File: src/rtl/sram_arb_pkg.sv
// Shared types for the VGA/host SRAM arbiter: bus widths, access state and host command.
package sram_arb_pkg;

    localparam int unsigned ADDR_W = 20;
    localparam int unsigned DATA_W = 16;

    typedef enum logic [1:0] {
        IDLE,
        DISP,
        HRD,
        HWR
    } state_t;

    typedef struct packed {
        logic              we;
        logic [ADDR_W-1:0] addr;
        logic [DATA_W-1:0] data;
    } cmd_t;

endpackage

File: src/rtl/sram_arb_cmd_fifo.sv
// Host command FIFO: power-of-2 depth, async reset, show-ahead head entry.
module sram_arb_cmd_fifo
    import sram_arb_pkg::*;
#(
    parameter int unsigned DEPTH = 4
) (
    input  logic i_clk,
    input  logic i_rst,
    input  logic i_push,
    input  cmd_t i_cmd,
    input  logic i_pop,
    output cmd_t o_head,
    output logic o_full,
    output logic o_empty
);

    localparam int unsigned PTR_W = $clog2(DEPTH);

    cmd_t             r_mem [DEPTH];
    logic [PTR_W:0]   r_wr_ptr;
    logic [PTR_W:0]   r_rd_ptr;
    logic             w_push;
    logic             w_pop;

    // Extra pointer bit separates full from empty when the indices coincide.
    assign o_empty = (r_wr_ptr == r_rd_ptr);
    assign o_full  = (r_wr_ptr[PTR_W] != r_rd_ptr[PTR_W]) &&
                     (r_wr_ptr[PTR_W-1:0] == r_rd_ptr[PTR_W-1:0]);
    assign w_push  = i_push && !o_full;
    assign w_pop   = i_pop && !o_empty;
    assign o_head  = r_mem[r_rd_ptr[PTR_W-1:0]];

    always_ff @(posedge i_clk or posedge i_rst) begin
        if (i_rst) begin
            r_wr_ptr <= '0;
            r_rd_ptr <= '0;
        end else begin
            if (w_push) r_wr_ptr <= r_wr_ptr + 1'b1;
            if (w_pop)  r_rd_ptr <= r_rd_ptr + 1'b1;
        end
    end

    always_ff @(posedge i_clk) begin
        if (w_push) r_mem[r_wr_ptr[PTR_W-1:0]] <= i_cmd;
    end

endmodule

File: src/rtl/vga_sram_arbiter.sv
// Display-priority SRAM arbiter with a queued host port.
// Define SRAM_ARB_BLANK_WRITE_EN to restrict host accesses to blanking intervals.
module vga_sram_arbiter #(
    parameter int unsigned ADDR_W     = sram_arb_pkg::ADDR_W,
    parameter int unsigned DATA_W     = sram_arb_pkg::DATA_W,
    parameter int unsigned FIFO_DEPTH = 4,
    parameter int unsigned H_DISPLAY  = 800,
    parameter int unsigned V_DISPLAY  = 600
) (
    input  logic              clk,
    input  logic              reset,
    input  logic [10:0]       hc,
    input  logic [9:0]        vc,
    input  logic              disp_req,
    input  logic [ADDR_W-1:0] disp_addr,
    output logic [DATA_W-1:0] disp_rdata,
    output logic              disp_rvalid,
    input  logic              host_valid,
    output logic              host_ready,
    input  logic              host_we,
    input  logic [ADDR_W-1:0] host_addr,
    input  logic [DATA_W-1:0] host_wdata,
    output logic [DATA_W-1:0] host_rdata,
    output logic              host_rvalid,
    output logic [ADDR_W-1:0] sram_addr,
    output logic [DATA_W-1:0] sram_dq_out,
    output logic              sram_dq_oe,
    input  logic [DATA_W-1:0] sram_dq_in,
    output logic              sram_we_n,
    output logic              sram_oe_n
);

    import sram_arb_pkg::*;

    state_t            r_state;
    state_t            w_next_state;
    cmd_t              w_cmd;
    cmd_t              w_head;
    logic              w_full;
    logic              w_empty;
    logic              w_pop;
    logic              w_issue_ok;
    logic [ADDR_W-1:0] w_next_addr;

`ifdef SRAM_ARB_BLANK_WRITE_EN
    localparam logic [10:0] H_LIM = 11'(H_DISPLAY);
    localparam logic [9:0]  V_LIM = 10'(V_DISPLAY);
    assign w_issue_ok = (hc >= H_LIM) || (vc >= V_LIM);
`else
    logic w_unused_counts;
    assign w_unused_counts = ^{hc, vc};
    assign w_issue_ok      = 1'b1;
`endif

    assign w_cmd      = '{we: host_we, addr: host_addr, data: host_wdata};
    assign host_ready = !w_full;

    sram_arb_cmd_fifo #(
        .DEPTH (FIFO_DEPTH)
    ) u_cmd_fifo (
        .i_clk   (clk),
        .i_rst   (reset),
        .i_push  (host_valid && !w_full),
        .i_cmd   (w_cmd),
        .i_pop   (w_pop),
        .o_head  (w_head),
        .o_full  (w_full),
        .o_empty (w_empty)
    );

    always_comb begin
        w_next_state = IDLE;
        w_pop        = 1'b0;
        w_next_addr  = sram_addr;
        if (disp_req) begin
            w_next_state = DISP;
            w_next_addr  = disp_addr;
        end else if (!w_empty && w_issue_ok) begin
            w_pop        = 1'b1;
            w_next_state = w_head.we ? HWR : HRD;
            w_next_addr  = w_head.addr;
        end
    end

    // Strobes are registered together with the state so each access occupies exactly one cycle.
    always_ff @(posedge clk or posedge reset) begin
        if (reset) begin
            r_state     <= IDLE;
            sram_addr   <= '0;
            sram_dq_out <= '0;
            sram_we_n   <= 1'b1;
            sram_oe_n   <= 1'b1;
            sram_dq_oe  <= 1'b0;
        end else begin
            r_state    <= w_next_state;
            sram_addr  <= w_next_addr;
            sram_oe_n  <= !(w_next_state inside {DISP, HRD});
            sram_we_n  <= (w_next_state != HWR);
            sram_dq_oe <= (w_next_state == HWR);
            if (w_next_state == HWR) sram_dq_out <= w_head.data;
        end
    end

    always_ff @(posedge clk or posedge reset) begin
        if (reset) begin
            disp_rdata  <= '0;
            disp_rvalid <= 1'b0;
            host_rdata  <= '0;
            host_rvalid <= 1'b0;
        end else begin
            disp_rvalid <= (r_state == DISP);
            host_rvalid <= (r_state == HRD);
            if (r_state == DISP) disp_rdata <= sram_dq_in;
            if (r_state == HRD)  host_rdata <= sram_dq_in;
        end
    end

endmodule

File: config.mk
export PLATFORM = sky130hd
export DESIGN_NAME = vga_sram_arbiter
export DESIGN_NICKNAME = d
export VERILOG_FILES = /design/src/rtl/sram_arb_pkg.sv /design/src/rtl/sram_arb_cmd_fifo.sv /design/src/rtl/vga_sram_arbiter.sv
export SDC_FILE = /design/constraint.sdc
export NUM_CORES = 1
export LEC_CHECK = 0
export BUFFER_PORTS_ARGS = -buffer_cell sky130_fd_sc_hd__buf_4
export CAP_MARGIN = 25
export CORE_MARGIN = 8
export CORE_UTILIZATION = 49
export CTS_BUF_LIST = sky130_fd_sc_hd__clkbuf_16
export DETAILED_ROUTE_END_ITERATION = 12
export GPL_TIMING_DRIVEN = 0
export HOLD_SLACK_MARGIN = 0.03
export PLACE_DENSITY = 0.87
export SYNTH_ARGS = -nofsm -noshare
export SYNTH_HDL_FRONTEND = slang
export SYNTH_SLANG_ARGS = --single-unit
File: constraint.sdc
create_clock -name clk -period 2.6 [get_ports clk]
set_input_delay 0.39 -clock clk [delete_from_list [all_inputs] [get_ports clk]]
set_output_delay 0.39 -clock clk [all_outputs]
set_load 0.05 [all_outputs]
After elaboration in Yosys (flattened, before gate mapping)
Memories as Yosys holds them, arrays and structs flattened.
Index checks and enable logic that the tools add are counted.
{"block": "word_totals", "wordCells": 42, "register_bits": 81, "in_bits": 98, "mem_count": 1, "out_inout_bits": 74, "ramBits": 148}
{"block": "classes", "n_eq_ne": 10, "muxes": 9, "n_reduce_logical": 8, "add_sub_neg": 2}
{"name": "u_cmd_fifo.r_mem", "words": 4, "width": 37, "read_ports": 1, "rd_ports_with_merged_regs": 0, "write_ports": 1, "line": "sram_arb_cmd_fifo.sv:19", "text": "cmd_t r_mem [DEPTH];"}
{"operator": "$mux W20", "count": 2}
{"operator": "$add A3 B1 Y3 const B", "count": 2}
{"operator": "$eq A2 B2 Y1 const B", "count": 3}
{"operator": "$mux W1", "count": 5}
{"operator": "$eq A2 B1 Y1 const B", "count": 2}
{"operator": "$logic_and A1 B1 Y1", "count": 4}
{"operator": "$mux W2", "count": 2}
{"operator": "$ne A2 B2 Y1 const B", "count": 2}
{"operator": "$eq A3 B3 Y1", "count": 1}
{"operator": "$logic_not A1 Y1", "count": 3}
{"operator": "$eq A2 B2 Y1", "count": 1}
{"operator": "$reduce_bool A2 Y1", "count": 1}
{"operator": "$ne A1 B1 Y1", "count": 1}

Logic depth before layout (Yosys ltp)
{"block": "depth", "depth_word": 7, "mapped_depth": 8, "ltp_nobuf": 4}

By module
A second synthesis with hierarchy kept.
{"block": "unflattened", "hier_cells": 454, "area_unflattened_um2": 8851.0}
{"module": "sram_arb_cmd_fifo", "instances": 1, "area_per_inst_um2": 5856.9, "cells_each": 244, "seq_area_each_um2": 4594.4}
{"module": "vga_sram_arbiter", "instances": 1, "area_per_inst_um2": 2994.1, "cells_each": 210, "seq_area_each_um2": 1879.3}

Least setup slack after synthesis
Ideal clock, no wire load.
{"block": "synth_timing", "path_type": "flip-flop to flip-flop", "start": "register u_cmd_fifo.r_rd_ptr[1]", "end": "memory u_cmd_fifo.r_mem[3][0] (netlist bit), enable pin", "path_buffers": 1, "arrival_time_ps": 1893, "setup_slack_ps": 307, "t_required_ps": 2201, "setup_time_ps": 399, "period_less_slack_ps": 2293, "path_stages_with_launch": 5, "path_cell_list": "dfrtp_1 -> buf_4 -> xor2_2 -> o31a_1 -> and2_1"}
{"block": "synth_between", "elab_chain_len": 7}
{"item": "start: declaration", "line": "sram_arb_cmd_fifo.sv:21", "text": "logic [PTR_W:0] r_rd_ptr;"}
{"item": "start signal: assignment", "line": "sram_arb_cmd_fifo.sv:39", "text": "if (w_pop) r_rd_ptr <= r_rd_ptr + 1'b1;"}
{"item": "$eq A2 B2 Y1 (*)", "line": "sram_arb_cmd_fifo.sv:28", "text": "(r_wr_ptr[PTR_W-1:0] == r_rd_ptr[PTR_W-1:0]);"}
{"item": "$logic_and A1 B1 Y1 (*)", "line": "sram_arb_cmd_fifo.sv:27", "text": "assign o_full = (r_wr_ptr[PTR_W] != r_rd_ptr[PTR_W]) &&"}
{"item": "$logic_not A1 Y1 (*)", "line": "sram_arb_cmd_fifo.sv:29, vga_sram_arbiter.sv:63"}
{"item": "$logic_and A1 B1 Y1", "line": "vga_sram_arbiter.sv:63", "text": ".i_push (host_valid && !w_full),"}
{"item": "$logic_and A1 B1 Y1 (*)", "line": "sram_arb_cmd_fifo.sv:29", "text": "assign w_push = i_push && !o_full;"}
{"item": "$mux W1 (*)", "line": "sram_arb_cmd_fifo.sv:44", "text": "if (w_push) r_mem[r_wr_ptr[PTR_W-1:0]] <= i_cmd;"}
{"item": "$mux W1 (implied by the code) (*)", "line": "sram_arb_cmd_fifo.sv:44"}
{"item": "end: declaration", "line": "sram_arb_cmd_fifo.sv:19"}
Mark *: on every way between the ends. The rest lies on a longest branch, timed or not.

Worst setup path in the final report
{"block": "layout_timing", "start": "register u_cmd_fifo.r_rd_ptr[1]", "end": "register sram_dq_out[4]"}
{"block": "layout_between", "elab_chain_len": 5, "elab_cells_between_ends": 6, "cone_classes": "eq/ne: 2; mux: 3; memory: 1"}
{"item": "$mem_v2 Z4 W37"}
{"item": "$mux W1", "line": "vga_sram_arbiter.sv:80", "text": "w_next_state = w_head.we ? HWR : HRD;"}
{"item": "$mux W2", "line": "vga_sram_arbiter.sv:78", "text": "end else if (!w_empty && w_issue_ok) begin"}
{"item": "$mux W2", "line": "vga_sram_arbiter.sv:75", "text": "if (disp_req) begin"}
{"item": "$eq A2 B2 Y1", "line": "vga_sram_arbiter.sv:100", "text": "if (w_next_state == HWR) sram_dq_out <= w_head.data;"}
{"item": "end signal: assignment", "line": "vga_sram_arbiter.sv:100"}
{"item": "end: declaration", "line": "vga_sram_arbiter.sv:26", "text": "output logic [DATA_W-1:0] sram_dq_out,"}
Parallel ways exist; a longest one is shown, timed or not.
A chain may end at the register's enable or synchronous reset.

==> impl_metrics.toml <==
[sta]
setup_viol = 0
hold_viol = 0
maxSlewHeadroom_pct = 53.30
drv_slew = 0
tightest_slew_ps = 696.8
setup_tns_ps = 0
rsz0062_at_grt = "false"
maxClockFrequency_ghz = 0.4304
finClkSkew_ps = 28.66
period_needed_ps = 2323
min_period_over_period_pct = 89.36

[clock_network]
cts.clk_slew.worst_paths_ps = 60
cts.sinks = 229
numCtsBuffers = 23
cts_root_buffer = "clkbuf_16"
clock_latency_ps = 510
htree_levels = 1
cts_resized = 0
cts_tree = "yes"
ctsHoldBuffers = 1
cts_max_path_buffers = 3
cts_setup_buffers = 0

[drt]
drcViolationCount = 0
highest_layer = "met4"
wl_per_cell_um = 21.06
routed-wl-met3_um = 1319
dr_total_vias = 4854
met2WireLength_um = 9334
avgViaCountPerCell = 5.430
antenna_left = 0
wl_um = 18830
wl_met1_um = 7704
first_pass_iters = 4
drt_iter0_markers = 257

[floorplanning]
die_h_um = 149.6
fp.dieW_um = 149.6
rows = 49
core_area_um2 = 17720
io_pins = 172
start_util_pct = 49.39
die-area_um2 = 22390

[power]
p_clk_share_pct = 19.9
swShare_pct = 38.65
p_leak_nw = 4.442
p_int_mw = 9.224
comb_power_share_pct = 42.8
p_per_area_nw_per_um2 = 1369
power_mw = 15.04
power_frac_seq_pct = 37.2
vdd_drop_max_mv = 0.9179
switchingPower_mw = 5.812

[synth]
synthTopCellsByCount = "edfxtp_1, dfrtp_1, mux2_2"
synth_area_per_cell_um2 = 18.74
syn-cell-area_um2 = 8751
yosysSeqAreaShare_pct = 73.98
synth_seq_cells = 229
synth_cells = 467
syn_nets = 570
synth_area_leaders = "edfxtp_1, dfrtp_1, mux4_2, mux2_2, mux2i_1"
yosysUniqueCellTypes = 35
synth_top_flop_cell = "edfxtp_1"
async_flop_share_pct = 35.37
yosysTopAreaCellShare_pct = 50.79
synth_edf_count = 148
yosysWarningCount = 0
synth.largest_area_cell = "edfxtp_1"
yosysMostFrequentCell = "edfxtp_1"

[setup_path]
worstPathArrival_ps = 2690
endpoint_kind = "flip-flop"
path_class = "reg2reg"
worstPathMaxFanout = 10
worstSetupStartpointType = "flip-flop"
cp_data_required_time_ps = 2970

[global_routing]
grt_overflow = 0
grt_pass1_vias = 5217
grt_max_degree = 52
grt_pass1_wl_um = 28990
track_usage_pct = 16.80
grt_antenna_before_repair = 0

[placed_design]
portBuffers = 150
hpwl_um = 12970
place.gp.congestion = 0.7573

[final_layout]
nets = 751
layout-drive-gt1-share_pct = 42.26
fillers = 1252
syn2layout_area_growth_pct = 25.49
multi_input_area_um2 = 2127
regArea_um2 = 6474
antenna_cells = 0

[worst_hold_path]
hold_path.class = "in2reg"

[run]
drv_cap = 0

[status]
outcome = "finished clean"
[routing by layer]
metal	vias up	global-route usage (%)
li1	2167	-
met1	2464	21.14
met2	188	28.58
met3	35	3.387
met4	0	5.603
met5	-	0
[worst paths after layout]
check | startpoint | end | slack, ps | cells after the start
worst max-delay path | u_cmd_fifo.r_rd_ptr[1]$_DFFE_PP0P_ | sram_dq_out[4]$_DFFE_PP0N_ | 280 | 7
worst min-delay path | host_wdata[12] | u_cmd_fifo.r_mem[0][12]$_DFFE_PP_ | 80 | 1
worst max register to register | u_cmd_fifo.r_rd_ptr[1]$_DFFE_PP0P_ | sram_dq_out[4]$_DFFE_PP0N_ | 280 | 7
worst min register to register | sram_dq_out[11]$_DFFE_PP0N_ | sram_dq_out[11]$_DFFE_PP0N_ | 510 | 1
max in group asynchronous | reset | sram_oe_n$_DFF_PP1_ | 1490 | 4
min in group asynchronous | reset | disp_rdata[8]$_DFFE_PP0P_ | 480 | 3
[placed cells by master (no fill, tap or decap), types with 2 or more instances in the layout]
cell / n
mux2_2: 43
clkinv_2: 2
buf_4: 153
clkbuf_16: 23
buf_2: 6
inv_1: 10
dfrtp_1: 79
nand2b_1: 2
nand2_1: 21
and2_2: 4
edfxtp_1: 148
a21oi_1: 9
mux4_2: 23
mux2_4: 8
buf_1: 3
dfstp_2: 2
a2bb2oi_1: 7
o22ai_1: 13
clkbuf_1: 10
clkinv_1: 7
ha_1: 5
mux2i_1: 39
o21ai_0: 14
xor2_2: 2
clkinvlp_4: 2
nand3_1: 2
xnor2_1: 4
xor2_1: 4
buf_12: 5
[sequential cells by signal, indices dropped and copies added, names as in the netlist, 2 cells and up]
register,flops
sram_addr,20
r_state,2
u_cmd_fifo.r_rd_ptr,3
u_cmd_fifo.r_wr_ptr,3
u_cmd_fifo.r_mem,148
host_rdata,16
sram_dq_out,16
disp_rdata,16
[power by group through the flow]
stage | registers (mW) | logic, mW | clock network (mW)
final | 5.59 | 6.44 | 3.00
after global routing | 5.70 | 6.79 | 3.22
after CTS | 5.59 | 6.53 | 3.05
after detailed placement | 5.65 | 6.50 | 0
after global placement | 5.59 | 6.23 | 0
after floorplan | 7.45 | 2.66 | 0
[final cells by class]
class	count	area share [%]
buffer	24	1.208
clock buffer	23	5.241
clock inverter	19	1.071
inverter	6	0.2279
multi-input combinational	208	19.37
sequential	229	58.95
tap	229	2.609
timing repair buffer	156	11.33
[cell families (layout without fill, tap and decap cells)]
group | count (synthesis) | after routing | share of synthesized area (%)
muxes | 113 | 113 | 17.29
AOI/OAI and AO/OA | 45 | 45 | 3.188
xor gates and xnor gates | 10 | 10 | 1.172
and+or+nand+nor | 35 | 35 | 1.887
adders and majority gates | 5 | 5 | 0.7149
DFF | 229 | 229 | 73.98
buffers and inverters | 30 | 228 | 1.773
[metrics by stage]
step | hold slack [ps] | setup WS (ps) | cells | util, % | instance area, um^2
finish | 75.77 | 276.6 | 894 | 61.98 | 10980
global route | 60.44 | 164.8 | 894 | 61.98 | 10980
CTS | 60.73 | 246.7 | 894 | 61.98 | 10980
detailed placement | 427.3 | 279.7 | 851 | 58.01 | 10280
global placement | 487.7 | -797.1 | 846 | 57.36 | 10160
floorplan | 488.9 | 133.2 | 467 | - | 8751
[critical path, stage by stage, from the launching register on]
cell and delay (ps):
dfrtp_1 380, buf_4 190, xor2_2 160, nor3_2 580, or3_1 230, buf_6 170
buf_12 150, mux2_4 300
Note: power is estimated with default switching activity, not from simulation.
